<file path="src/rtl/seg7_scan_display_if.sv">
// seg7_scan_display_if
//   Bundles the load/convert handshake and the display pin outputs of
//   seg7_scan_display.
//   binary   : unsigned value to convert, sampled on an accepted load
//   load     : conversion request, accepted while busy is low
//   busy     : conversion in progress
//   done     : one-cycle pulse when the display registers update
//   overflow : last accepted value did not fit in NUM_DIGITS digits
//   segment  : active-low segments, bit order gfedcba
//   an       : active-low digit enables, one-hot-low
//   Modports: master = value source, slave = display driver.
interface seg7_scan_display_if #(
    parameter int NUM_DIGITS = 4,
    parameter int BIN_W      = 27
);
    logic [BIN_W-1:0]      binary;
    logic                  load;
    logic                  busy;
    logic                  done;
    logic                  overflow;
    logic [6:0]            segment;
    logic [NUM_DIGITS-1:0] an;

    modport master (
        output binary, load,
        input  busy, done, overflow, segment, an
    );

    modport slave (
        input  binary, load,
        output busy, done, overflow, segment, an
    );
endinterface

</file>
<file path="src/rtl/seg7_scan_display.sv">
// seg7_scan_display
//   Multi-digit common-anode seven-segment driver. A value accepted on
//   bus.load is converted to BCD with the shift/add-3 algorithm, one bit
//   per clock, and the finished digits are written to the display
//   registers in a single cycle. The digits are time-multiplexed, each
//   enabled for REFRESH_DIV clocks. Values above 10^NUM_DIGITS-1 set
//   overflow and show "F" on every digit.
//   Ports:
//     clk   : system clock, rising edge
//     reset : asynchronous, active-high, clears all state
//     bus   : seg7_scan_display_if.slave (binary/load/busy/done/
//             overflow/segment/an)
module seg7_scan_display #(
    parameter int NUM_DIGITS  = 4,
    parameter int BIN_W       = 27,
    parameter int REFRESH_DIV = 100000,
    parameter int BLANK_LZ    = 1
) (
    input logic                clk,
    input logic                reset,
    seg7_scan_display_if.slave bus
);

    function automatic longint unsigned pow10(input int unsigned n);
        longint unsigned r;
        r = 1;
        for (int unsigned i = 0; i < n; i++) r = r * 10;
        return r;
    endfunction

    // Range compare is done wide enough that neither the input nor the
    // decimal limit is truncated; if the limit exceeds 2^BIN_W-1 the
    // compare simply never fires.
    localparam int CMP_W = (BIN_W > 40) ? BIN_W + 1 : 40;
    localparam logic [CMP_W-1:0] MAX_VAL = CMP_W'(pow10(NUM_DIGITS) - 1);

    localparam int BCD_W = 4 * NUM_DIGITS;
    localparam int CNT_W = (BIN_W > 1) ? $clog2(BIN_W) : 1;
    localparam int RC_W  = (REFRESH_DIV > 1) ? $clog2(REFRESH_DIV) : 1;
    localparam int IDX_W = (NUM_DIGITS > 1) ? $clog2(NUM_DIGITS) : 1;

    localparam logic [6:0] SEG_F     = 7'b0001110;
    localparam logic [6:0] SEG_BLANK = 7'b1111111;

    typedef enum logic [1:0] {
        S_IDLE,
        S_CONV,
        S_OVF
    } state_t;

    state_t             state;
    logic [BIN_W-1:0]   bin_sr;
    logic [BCD_W-1:0]   bcd;
    logic [BCD_W-1:0]   bcd_adj;
    logic [BCD_W-1:0]   bcd_next;
    logic [CNT_W-1:0]   bit_cnt;
    logic [BCD_W-1:0]   disp;
    logic               too_big;

    logic [RC_W-1:0]       rcnt;
    logic [IDX_W-1:0]      idx;
    logic [NUM_DIGITS-1:0] lz;
    logic                  zrun;
    logic [3:0]            cur_digit;
    logic [6:0]            seg_next;

    function automatic logic [6:0] dec7(input logic [3:0] d);
        case (d)
            4'd0:    return 7'b1000000;
            4'd1:    return 7'b1111001;
            4'd2:    return 7'b0100100;
            4'd3:    return 7'b0110000;
            4'd4:    return 7'b0011001;
            4'd5:    return 7'b0010010;
            4'd6:    return 7'b0000010;
            4'd7:    return 7'b1111000;
            4'd8:    return 7'b0000000;
            4'd9:    return 7'b0010000;
            default: return SEG_BLANK;
        endcase
    endfunction

    assign too_big = (CMP_W'(bus.binary) > MAX_VAL);

    // One shift/add-3 step: correct every BCD nibble >= 5, then shift in
    // the next binary bit (MSB first).
    always_comb begin
        bcd_adj = bcd;
        for (int unsigned i = 0; i < NUM_DIGITS; i++) begin
            if (bcd_adj[4*i +: 4] >= 4'd5)
                bcd_adj[4*i +: 4] = bcd_adj[4*i +: 4] + 4'd3;
        end
        bcd_next = {bcd_adj[BCD_W-2:0], bin_sr[BIN_W-1]};
    end

    // Conversion FSM. Display digits and overflow change only on the
    // final step (or the overflow step), so the display never tears.
    always_ff @(posedge clk or posedge reset) begin
        if (reset) begin
            state        <= S_IDLE;
            bus.busy     <= 1'b0;
            bus.done     <= 1'b0;
            bus.overflow <= 1'b0;
            bin_sr       <= '0;
            bcd          <= '0;
            bit_cnt      <= '0;
            disp         <= '0;
        end else begin
            bus.done <= 1'b0;
            case (state)
                S_IDLE: begin
                    if (bus.load) begin
                        bus.busy <= 1'b1;
                        if (too_big) begin
                            state <= S_OVF;
                        end else begin
                            state   <= S_CONV;
                            bin_sr  <= bus.binary;
                            bcd     <= '0;
                            bit_cnt <= CNT_W'(BIN_W - 1);
                        end
                    end
                end
                S_OVF: begin
                    state        <= S_IDLE;
                    bus.busy     <= 1'b0;
                    bus.done     <= 1'b1;
                    bus.overflow <= 1'b1;
                end
                S_CONV: begin
                    bin_sr <= {bin_sr[BIN_W-2:0], 1'b0};
                    bcd    <= bcd_next;
                    if (bit_cnt == '0) begin
                        state        <= S_IDLE;
                        bus.busy     <= 1'b0;
                        bus.done     <= 1'b1;
                        bus.overflow <= 1'b0;
                        disp         <= bcd_next;
                    end else begin
                        bit_cnt <= bit_cnt - CNT_W'(1);
                    end
                end
                default: begin
                    state    <= S_IDLE;
                    bus.busy <= 1'b0;
                end
            endcase
        end
    end

    // lz[i]: digit i and every more-significant digit are zero.
    // Digit 0 is never flagged so a zero value still shows "0".
    always_comb begin
        lz   = '0;
        zrun = 1'b1;
        for (int unsigned k = 0; k + 1 < NUM_DIGITS; k++) begin
            zrun = zrun & (disp[4*(NUM_DIGITS-1-k) +: 4] == 4'd0);
            lz[NUM_DIGITS-1-k] = zrun;
        end
    end

    always_comb begin
        cur_digit = disp[4*idx +: 4];
        if (bus.overflow)
            seg_next = SEG_F;
        else if ((BLANK_LZ != 0) && lz[idx])
            seg_next = SEG_BLANK;
        else
            seg_next = dec7(cur_digit);
    end

    // Scan: segment and an are both registered from the same idx, so the
    // pins never disagree about which digit is being driven.
    always_ff @(posedge clk or posedge reset) begin
        if (reset) begin
            rcnt        <= '0;
            idx         <= '0;
            bus.an      <= '1;
            bus.segment <= SEG_BLANK;
        end else begin
            bus.an      <= ~(NUM_DIGITS'(1) << idx);
            bus.segment <= seg_next;
            if (rcnt == RC_W'(REFRESH_DIV - 1)) begin
                rcnt <= '0;
                if (idx == IDX_W'(NUM_DIGITS - 1))
                    idx <= '0;
                else
                    idx <= idx + IDX_W'(1);
            end else begin
                rcnt <= rcnt + RC_W'(1);
            end
        end
    end

endmodule

</file>
<file path="src/flat_wrapper.sv">
// flat-port wrapper written by rule: the top's interface ports become plain ports
module seg7_scan_display_flat 
#(
    parameter int NUM_DIGITS  = 4,
    parameter int BIN_W       = 27,
    parameter int REFRESH_DIV = 100000,
    parameter int BLANK_LZ    = 1
)
  (clk, reset, bus_binary, bus_load, bus_busy, bus_done, bus_overflow, bus_segment, bus_an);
  seg7_scan_display_if #(.NUM_DIGITS(NUM_DIGITS), .BIN_W(BIN_W)) bus_i ();
  input logic clk;
  input logic reset;
  input wire logic [$bits(bus_i.binary)-1:0] bus_binary;
  input wire logic [$bits(bus_i.load)-1:0] bus_load;
  output wire logic [$bits(bus_i.busy)-1:0] bus_busy;
  output wire logic [$bits(bus_i.done)-1:0] bus_done;
  output wire logic [$bits(bus_i.overflow)-1:0] bus_overflow;
  output wire logic [$bits(bus_i.segment)-1:0] bus_segment;
  output wire logic [$bits(bus_i.an)-1:0] bus_an;
  assign bus_i.binary = bus_binary;
  assign bus_i.load = bus_load;
  assign bus_busy = bus_i.busy;
  assign bus_done = bus_i.done;
  assign bus_overflow = bus_i.overflow;
  assign bus_segment = bus_i.segment;
  assign bus_an = bus_i.an;
  seg7_scan_display #(.NUM_DIGITS(NUM_DIGITS), .BIN_W(BIN_W), .REFRESH_DIV(REFRESH_DIV), .BLANK_LZ(BLANK_LZ)) u_core (.clk(clk), .reset(reset), .bus(bus_i));
endmodule
</file>
<file path="config.mk">
export PLATFORM = sky130hd
export DESIGN_NAME = seg7_scan_display_flat
export DESIGN_NICKNAME = d
export VERILOG_FILES = /design/src/rtl/seg7_scan_display_if.sv /design/src/rtl/seg7_scan_display.sv /design/src/flat_wrapper.sv
export SDC_FILE = /design/constraint.sdc
export NUM_CORES = 1
export LEC_CHECK = 0
export ABC_AREA = 0
export CAP_MARGIN = 25
export CORE_ASPECT_RATIO = 0.75
export CORE_UTILIZATION = 35
export CTS_BUF_LIST = sky130_fd_sc_hd__clkbuf_4 sky130_fd_sc_hd__clkbuf_8
export CTS_CLUSTER_SIZE = 25
export DETAILED_ROUTE_END_ITERATION = 6
export DONT_BUFFER_PORTS = 1
export SKIP_CTS_REPAIR_TIMING = 1
export SLEW_MARGIN = 20
export SYNTH_ARGS = -nofsm -noshare
export SYNTH_HDL_FRONTEND = slang
export SYNTH_SLANG_ARGS = --single-unit
</file>
<file path="constraint.sdc">
create_clock -name clk -period 3.8 [get_ports clk]
set_input_delay 0.38 -clock clk [delete_from_list [all_inputs] [get_ports clk]]
set_output_delay 0.38 -clock clk [all_outputs]
set_load 0.005 [all_outputs]
</file>
======== Word-level counts from Yosys, hierarchy flattened ========
Memories as Yosys holds them, arrays and structs flattened.
Index checks and enable logic that the tools add are counted.
storage, ports and cells
  bits in read-only memories .............. 112
  output and inout bits ................... 14
  logic and storage cells ................. 81
  memories kept ........................... 1
  bits in writable memories ............... 0
  bits of input ports ..................... 30
  register bits ........................... 99
  bits in latches ......................... 0
memories
  name              words  width  read ports  clocked after memory_dff  wr ports  RTL line                 source
  (name not given)  16     7      1           0                         0         seg7_scan_display.sv:68  case (d)
cells by class
  eq/ne operators ......................... 8
  bitwise operators ....................... 3
  $lt $le $gt $ge ......................... 6
  shift-type cells ........................ 2
  reduce and logical (&&, ||, !) cells .... 12
  $add $sub $neg .......................... 7
  multiply operators ...................... 0
  divide/modulo/power cells ............... 0
  muxes and demuxes ....................... 30
operators with widths
  kind                   number
  $mux 27                2
  $pmux 27 s2            1
  $mux 16                2
  $pmux 16 s2            1
  $gt 27x14->1 const B   1
  $add 17x1->17 const B  1
  $eq 17x17->1 const B   1
  $mux 17                1
  $ge 4x3->1 const B     4
  $shiftx 16x5->4        1
  $mux 5                 3
  $mux 7                 2
  $add 4x2->4 const B    3
  $logic_not 4->1        3
  $mux 4                 3
  $pmux 5 s2             1
  $mux 2                 4
  $ne 2x2->1 const B     3
  $pmux 1 s2             3
  $reduce_and 2->1       3
  $logic_not 5->1        1
  $sub 5x1->5 const B    1
  $eq 2x2->1 const B     2
  $mux 1                 4
  15 further kinds       17

======== Depth between registers and ports, before layout ========
Gate-level depths: netlist of run 1.
  depth after elaboration ................. 7
  depth in mapped cells ................... 8
  depth with buffers taken out ............ 7

======== Worst setup path after synthesis of run 1 ========
Ideal clock, no wire load.
  path type ............................... reg2reg
  from .................................... register u_core.state[1]
  to ...................................... register u_core.bcd[10]
  data required time ...................... 3.676 ns
  library setup time ...................... 0.124 ns
  setup slack ............................. 1.781 ns
  arrival time ............................ 1.895 ns
  buffers on the path ..................... 3
  clock period less this slack ............ 2.019 ns
  cell stages (with the launch flop) ...... 8
  cells stage by stage .................... dfrtp_1 -> inv_1 -> ha_1 -> clkbuf_1 -> clkbuf_1 -> clkbuf_1 -> o22ai_1 -> a211o_1
on the way
  word-level cells in the longest chain between the ends .. 3
  elaborated cells between the ends (all ways) .. 7
  classes of those cells .................. 3 x eq/ne; 1 x mux; 3 x reduce/logical
RTL lines
  element                                                           RTL line                  source
  start, declared                                                   seg7_scan_display.sv:51   state_t state;
  start signal, assigned                                            seg7_scan_display.sv:100  state <= S_IDLE;
  start signal, assigned                                            seg7_scan_display.sv:115  state <= S_OVF;
  start signal, assigned                                            seg7_scan_display.sv:117  state <= S_CONV;
  $logic_not 2->1 / $eq 2x1->1 (equally long branches)              seg7_scan_display.sv:110  case (state)
  $ne 2x2->1 (no line) / $reduce_bool 2->1 (equally long branches)  -
  $reduce_and 3->1 (no line)                                        -
  end signal, assigned                                              seg7_scan_display.sv:132  bcd <= bcd_next;
  end, declared                                                     seg7_scan_display.sv:53   logic [BCD_W-1:0] bcd;
Parallel ways exist; a longest one is shown, timed or not.
A chain may end at the register's enable or synchronous reset.

======== Final worst setup path of run 1 ========
  from .................................... register u_core.state[1]
  to ...................................... register u_core.bit_cnt[3]
on the way
  word-level cells in the longest chain between the ends .. 3
  elaborated cells between the ends (all ways) .. 8
  classes of those cells .................. 4 x eq/ne; 1 x mux; 3 x reduce/logical
RTL lines
  element                                                           RTL line                  source
  $eq 2x1->1 / $logic_not 2->1 (equally long branches)              seg7_scan_display.sv:110
  $ne 2x2->1 (no line) / $reduce_bool 2->1 (equally long branches)  -
  $reduce_and 4->1 (no line)                                        -
  end signal, assigned                                              seg7_scan_display.sv:120  bit_cnt <= CNT_W'(BIN_W - 1);
  end signal, assigned                                              seg7_scan_display.sv:140  bit_cnt <= bit_cnt - CNT_W'(1);
  end, declared                                                     seg7_scan_display.sv:56   logic [CNT_W-1:0] bit_cnt;
Parallel ways exist; a longest one is shown, timed or not.

==> run_results.csv, run 1 <==
group,metric,value,unit
synthesis,synthAdderAreaFrac,5.23,%
placed_design,gp_congestion,0.802,
clock_tree,cts.clk_slew.worst_paths,100,ps
synthesis,ys_ff_latch,99,
power,total_power,2.85,mW
critical_path,cpPeakStageDelay,750,ps
route,route.detailed.wl_per_inst,15.3,µm
synthesis,synth_edf_count,0,
critical_path,r2r_start,"u_core.state[1]",
layout,final_cells,764,
timing,max_slew_margin,46.4,%
die,rows,39,
synthesis,synth_area_per_cell,9.72,µm²
global_routing,met1_usage,20.9,%
global_routing,grt_max_degree,75,
global_routing,top_usage_layer,"met2",
power,powerDensity,483,mW/mm²
synthesis,yosys-top-cells-area,"dfrtp_1 40%, dfstp_2 5.3%, ha_1 5.2%, nor2_1 4.1%, o22ai_1 4.1%",
layout,nets,607,
timing,fin_setup_tns,0,ps
placed_design,dpl_worst_slack,1220,ps
timing,hold_violations,0,
synthesis,synthArstFlopShare,100,%
synthesis,synthMuxAreaShare,8.91,%
synthesis,yosysSeqAreaShare,45.3,%
global_routing,overflow,0,
synthesis,synth_top_area_share,40.0,%
synthesis,synth_compound_area_share,18.3,%
critical_path,worstPathCellList,"inv_1 -> ha_2 -> buf_4 -> and2_1 -> a221oi_1",
critical_path,r2r_cells,5,
route,drt_iter0_drc,295,
synthesis,ys.flop_type,"dfrtp_1",
clock_tree,cts.sinks,99,
die,die_x,147,µm
power,power_leakage,2.36,nW
placed_design,dp.cells,745,
layout,final_util,38.7,%
route,drcViolationCount,0,
clock_tree,cts_tree,"done",
critical_path,critPathLaunchType,"flop",
timing,fmaxAchievable,433,MHz
die,ios,44,
layout,areaGrowthSynthToFinish,7.41,%
critical_path,cp_slowest_cell,"and2_1",
critical_path,worst-path-max-fanout,46,
global_routing,grt_util_met2,25.3,%
timing,rsz0062_at_grt,"false",
critical_path,r2r_setup_slack,1490,ps
synthesis,synth_nets,619,
timing,fin_crit_sh,60.8,%
timing,final_max_slew_viol_count,0,
clock_tree,htree_levels,3,
route,ant_nets,0,
die,dieHeight,111,µm
synthesis,syn_area,0.00550,mm²
placed_design,io_buffer_count,0,
global_routing,antenna_found_initial,0,
synthesis,synthCells,566,
synthesis,yosys.area_share.simple,14.7,%
run,cap_viol_max_count,0,
route,firstDrtPassIters,5,
die,dieArea,0.0162,mm²
timing,fin_skew,8.94,ps
clock_tree,clk_latency,390,ps
synthesis,yosysTopAreaCell,"dfrtp_1",
global_routing,grt_pass1_vias,4124,
clock_tree,cts_root_buf,"clkbuf_8",
min_path,min_to,"u_core.state[0]",
timing,tightestPinTransition,804,ps
critical_path,path_class,"reg -> reg",
synthesis,synthXorXnorAreaFrac,2.86,%
clock_tree,cts_max_path_buffers,2,
die,coreArea,0.0153,mm²
global_routing,use_met3,3.97,%
min_path,hold_class,"in -> reg",
synthesis,synth_top_family_by_area,"compound AO/OA/AOI/OAI gates",
critical_path,cp-end-kind,"flop",
synthesis,yosys_warnings,0,
global_routing,grt_use_total,15.6,%
route,vias,4168,
synthesis,ys_types,50,
timing,finalSetupViolCount,0,
critical_path,crit_arrival,2530,ps
route,vias_per_cell,5.46,
layout,layout-drive-gt1-share,11.6,%
clock_tree,cts_buffers,9,
power,ir_drop,0.000183,V
route,wl,11.7,mm
placed_design,place_hpwl,7.80,mm
critical_path,worstPathRequired,4020,ps
die,initial_core_util,36.0,%
layout,n_fill_cell,1494,
min_path,hold_depth,1,
layout,diodes,0,
timing,min_period,2310,ps
min_path,hp-start,"bus_load",
critical_path,r2r-end,"u_core.bit_cnt[3]",
global_routing,grt_pass1_wl,20.5,mm
timing,setup_ws,1490,ps
outcome,status,"finished clean",
==> worst max-delay path by stage <==
stage / cells past startpoint / start / endpoint / slack, ps
floorplan: 1 / reset / u_core.bcd[0] / 850
global placement: 7 / u_core.bit_cnt[0] / u_core.bit_cnt[1] / 1270
detailed placement: 7 / u_core.bit_cnt[0] / u_core.bit_cnt[1] / 1220
CTS: 7 / u_core.bit_cnt[0] / u_core.bit_cnt[1] / 1200
global route: 5 / u_core.state[1] / u_core.bit_cnt[3] / 1270
finish: 5 / u_core.state[1] / u_core.bit_cnt[3] / 1490
==> power by group <==
| group | total (mW) | leakage [nW] | internal [mW] | switching [mW] |
|---|---|---|---|---|
| Sequential | 1.36 | 1.24 | 1.20 | 0.155 |
| Clock | 0.652 | 0.0921 | 0.248 | 0.404 |
| Combinational | 0.843 | 1.03 | 0.344 | 0.499 |
==> cell usage after synthesis, drive strengths merged (3+ instances only) <==
library cell  instances
clkbuf               20
nor2                 60
inv                  30
a211o                11
nand4                 7
mux2i                22
xor2                  7
o211ai                5
nor4                  4
o21ai                32
nand2                42
dfstp                11
and3                  5
and4                  3
buf                  13
ha                   23
nand3                 7
nor2b                 3
nor3b                 3
nand2b                5
and2                  7
a21o                  4
nor3                 10
o22ai                36
xnor2                11
mux4                  4
a21oi                37
mux2                 16
a221o                18
dfrtp                88
==> cells by family (layout without fill, tap and decap cells) <==
group | Yosys count | after routing
muxes | 42 | 42
DFF | 99 | 99
xor gates and xnor gates | 18 | 18
AOI/OAI and AO/OA | 154 | 154
buffers and inverters | 63 | 56
adders and majority gates | 23 | 23
and+or+nand+nor | 167 | 167
==> sequential cells by signal, indices dropped and copies added, names as in the netlist <==
name	count
u_core.bin_sr	27
u_core.disp	16
u_core.bus.done	1
u_core.bus.segment	7
u_core.bcd	16
u_core.idx	2
u_core.state	2
u_core.rcnt	17
u_core.bus.an	4
u_core.bus.busy	1
u_core.bus.overflow	1
u_core.bit_cnt	5
==> placed cells by master, fill, tap and decap left out, types with 2 or more instances in the layout <==
| master | count |
|---|---|
| xnor2_1 | 11 |
| nand2b_1 | 5 |
| buf_4 | 7 |
| or3_1 | 2 |
| a211o_1 | 11 |
| nor2_1 | 60 |
| clkbuf_8 | 9 |
| a21o_1 | 4 |
| and2_1 | 7 |
| ha_2 | 2 |
| o211ai_1 | 5 |
| and3_1 | 5 |
| nor3b_1 | 3 |
| ha_1 | 21 |
| a21oi_1 | 37 |
| nand3_1 | 7 |
| dfstp_2 | 11 |
| a221o_1 | 18 |
| nand4_1 | 7 |
| mux4_2 | 4 |
| mux2_2 | 16 |
| nand3b_1 | 2 |
| nor4_1 | 4 |
| nand2_1 | 42 |
| mux2i_1 | 22 |
| o21ai_0 | 32 |
| nor2b_1 | 3 |
| inv_6 | 2 |
| a211oi_1 | 2 |
| o21a_1 | 2 |
| inv_1 | 29 |
| xor2_1 | 7 |
| nor3_1 | 9 |
| clkinv_4 | 2 |
| dfrtp_1 | 88 |
| and4_1 | 3 |
| nor4b_1 | 2 |
| o22ai_1 | 36 |
==> metal layers <==
metal | part of all wire (%) | vias up
li1 | - | 2022
met4 | 0.92 | 0
met2 | 47 | 75
met1 | 47 | 2064
met3 | 4.5 | 7
met5 | 0 | -
==> area by class of cell <==
cell class / instances / area (µm²) / share of cell area [%]
multi-input cells: 404 / 2760 / 46.7
flip-flops and latches: 99 / 2490 / 42.1
well taps: 205 / 256 / 4.34
clock buffers: 9 / 124 / 2.10
inverters: 30 / 115 / 1.95
repair buffers: 10 / 105 / 1.78
clock inverters: 7 / 58.8 / 0.995
==> critical path: cells and delay by family, from the launching register on <==
family	cells	cell delay [ps]
simple gates	1	750
buf+inv	2	570
flops	1	420
compound gates	1	210
fa+ha+maj	1	190
==> stage by stage <==
| stage | hold slack [ps] | cell area [µm²] |
|---|---|---|
| after global routing | 135 | 5910 |
| after floorplan | 441 | 5500 |
| after detailed placement | 466 | 5680 |
| after global placement | 463 | 5680 |
| final | 153 | 5910 |
| after CTS | 88.2 | 5860 |
Power figures use the tool's default switching activity.
==> run 2: changes to the inputs <==
- clock period: 3.8 -> 2.35 ns (I/O delays scaled with it)
==> run_results.csv, run 2 (synthesis gave the netlist of run 1 again) <==
group,metric,value,unit
route,wl,11.6,mm
layout,top_regs,"u_core.bin_sr x27, u_core.rcnt x17",
critical_path,cp_slowest_cell,"or3b_2",
route,drcViolationCount,0,
critical_path,cp-end-kind,"flop",
layout,final_area,0.00600,mm²
critical_path,worst-path-max-fanout,6,
power,clkPwrFrac,25.3,%
critical_path,crit_arrival,2460,ps
power,power_frac_comb,28.7,%
route,ant_nets,0,
critical_path,r2r_cells,7,
power,powerDensity,795,mW/mm²
layout,nets,614,
clock_tree,cts_root_buf,"clkbuf_8",
critical_path,cpPeakStageDelay,480,ps
timing,fin_setup_tns,0,ps
outcome,status,"finished clean",
layout,largest_reg_flops,27,
route,vias,4165,
layout,n_fill_cell,1452,
clock_tree,cts_max_path_buffers,2,
route,vias_per_cell,5.40,
route,firstDrtPassIters,5,
clock_tree,cts_buffers,9,
critical_path,worstPathCellList,"inv_1 -> ha_1 -> or3b_2 -> or3_1 -> a31oi_1 -> o22ai_1 -> a211oi_1",
critical_path,r2r-end,"u_core.bit_cnt[1]",
timing,finalSetupViolCount,0,
power,switching_share,36.4,%
critical_path,worstPathRequired,2630,ps
power,p_switching,1.73,mW
placed_design,place_hpwl,7.96,mm
power,ir_drop,0.000316,V
critical_path,path_class,"reg -> reg",
layout,largest_register,"u_core.bin_sr",
die,dieHeight,111,µm
global_routing,grt_pass1_wl,20.4,mm
die,ios,44,
global_routing,grt_max_degree,66,
clock_tree,clk_latency,380,ps
layout,areaGrowthSynthToFinish,8.96,%
timing,finalHoldWorstSlack,8.16,ps
timing,final_max_slew_viol_count,0,
critical_path,r2r_setup_slack,160,ps
die,initial_core_util,36.0,%
clock_tree,cts.clk_slew.worst_paths,100,ps
timing,max_slew_margin,62.0,%
route,drt_iter0_drc,254,
placed_design,dpl_worst_slack,218,ps
power,total_power,4.77,mW
critical_path,r2r_start,"u_core.bit_cnt[0]",
timing,rsz0062_at_grt,"false",
critical_path,startpoint,"u_core.bit_cnt[0]",
timing,hold_violations,0,
critical_path,critPathLaunchType,"flop",
timing,setup_ws,164,ps
timing,min_period,2190,ps
layout,diodes,0,
placed_design,dpl_cell_area,0.00576,mm²
timing,fmaxAchievable,457,MHz
clock_tree,cts_tree,"done",
global_routing,grt_use_total,15.4,%
placed_design,gp_congestion,0.769,
die,rows,39,
global_routing,grt_pass1_vias,4173,
timing,tightestPinTransition,570,ps
layout,layout_commonest_cell,"dfrtp_1",
global_routing,antenna_found_initial,0,
placed_design,io_buffer_count,0,
critical_path,cp-endpoint,"u_core.bit_cnt[1]",
layout,mostFrequentLayoutCells,"88 x dfrtp_1, 60 x nor2_1, 42 x nand2_1, 37 x a21oi_1, 36 x o22ai_1",
die,coreArea,0.0153,mm²
die,die_x,147,µm
timing,fin_crit_sh,93.0,%
global_routing,overflow,0,
min_path,hold_class,"in -> reg",
timing,fin_skew,11.9,ps
min_path,hold_depth,1,
min_path,hp-start,"bus_load",
power,p_int,3.03,mW
run,cap_viol_max_count,0,
clock_tree,cts.sinks,99,
clock_tree,htree_levels,3,
route,route.detailed.wl_per_inst,15.1,µm
power,power_leakage,2.41,nW
layout,layout-drive-gt1-share,12.5,%
power,power_frac_seq,46.0,%
die,dieArea,0.0162,mm²
==> run 2: changes by cell type in the layout (fill, tap and decap cells not counted), sizes merged <==
cell / previous run / this run
buf: 9 / 15
inv: 33 / 34
bufinv: 0 / 1
clkinv: 3 / 1
dlygate4sd3: 1 / 2
==> run 2: worst max-delay path, delay by kind of cell (launching register included) <==
kind / cells / cell delay [ps]
AND/OR/NAND/NOR: 2 / 880
AO/OA/AOI/OAI: 3 / 520
flip-flops: 1 / 440
adder cells (fa/ha/maj): 1 / 140
buffers and inverters: 1 / 110
==> run 2: final cells by class <==
class	count	area, µm²	share of cell area, %
timing repair buffer	17	158	2.63
multi-input combinational	404	2760	46.0
tap	205	256	4.28
clock buffer	9	124	2.07
clock inverter	7	90.1	1.50
inverter	30	116	1.94
sequential	99	2490	41.5
==> run 2: how the worst min path moves through the flow <==
stage | slack, ps | endpoint
finish | 8 | u_core.state[0]
global route | 20 | u_core.bus.busy
CTS | -250 | u_core.bin_sr[10]
detailed placement | 180 | u_core.bin_sr[3]
global placement | 170 | u_core.bin_sr[2]
floorplan | 380 | u_core.state[1]
==> run 2: per-stage QoR <==
step / std cells / utilization, %
2_1_floorplan: 566 / -
3_3_place_gp: 753 / 37.7
3_5_place_dp: 753 / 37.7
4_1_cts: 769 / 39.1
5_1_grt: 771 / 39.3
6_report: 771 / 39.3
==> run 2: power by group through the flow <==
stage                     registers [mW]  logic [mW]  clock network [mW]
after floorplan                     2.14        1.09                   0
after global placement              2.21        1.31                   0
after detailed placement            2.22        1.37                   0
after CTS                           2.19        1.38                1.25
after global routing                2.24        1.54                1.32
final                               2.19        1.37                1.20
==> run 2: metal layers <==
| metal | track usage (%) | routed length (µm) | part of all wire, % | vias up |
|---|---|---|---|---|
| li1 | - | - | - | 2057 |
| met1 | 21.4 | 5860 | 50 | 2045 |
| met2 | 24.1 | 5230 | 45 | 53 |
| met3 | 3.55 | 431 | 3.7 | 10 |
| met4 | 3.75 | 127 | 1.1 | 0 |
| met5 | 0 | 0 | 0 | - |
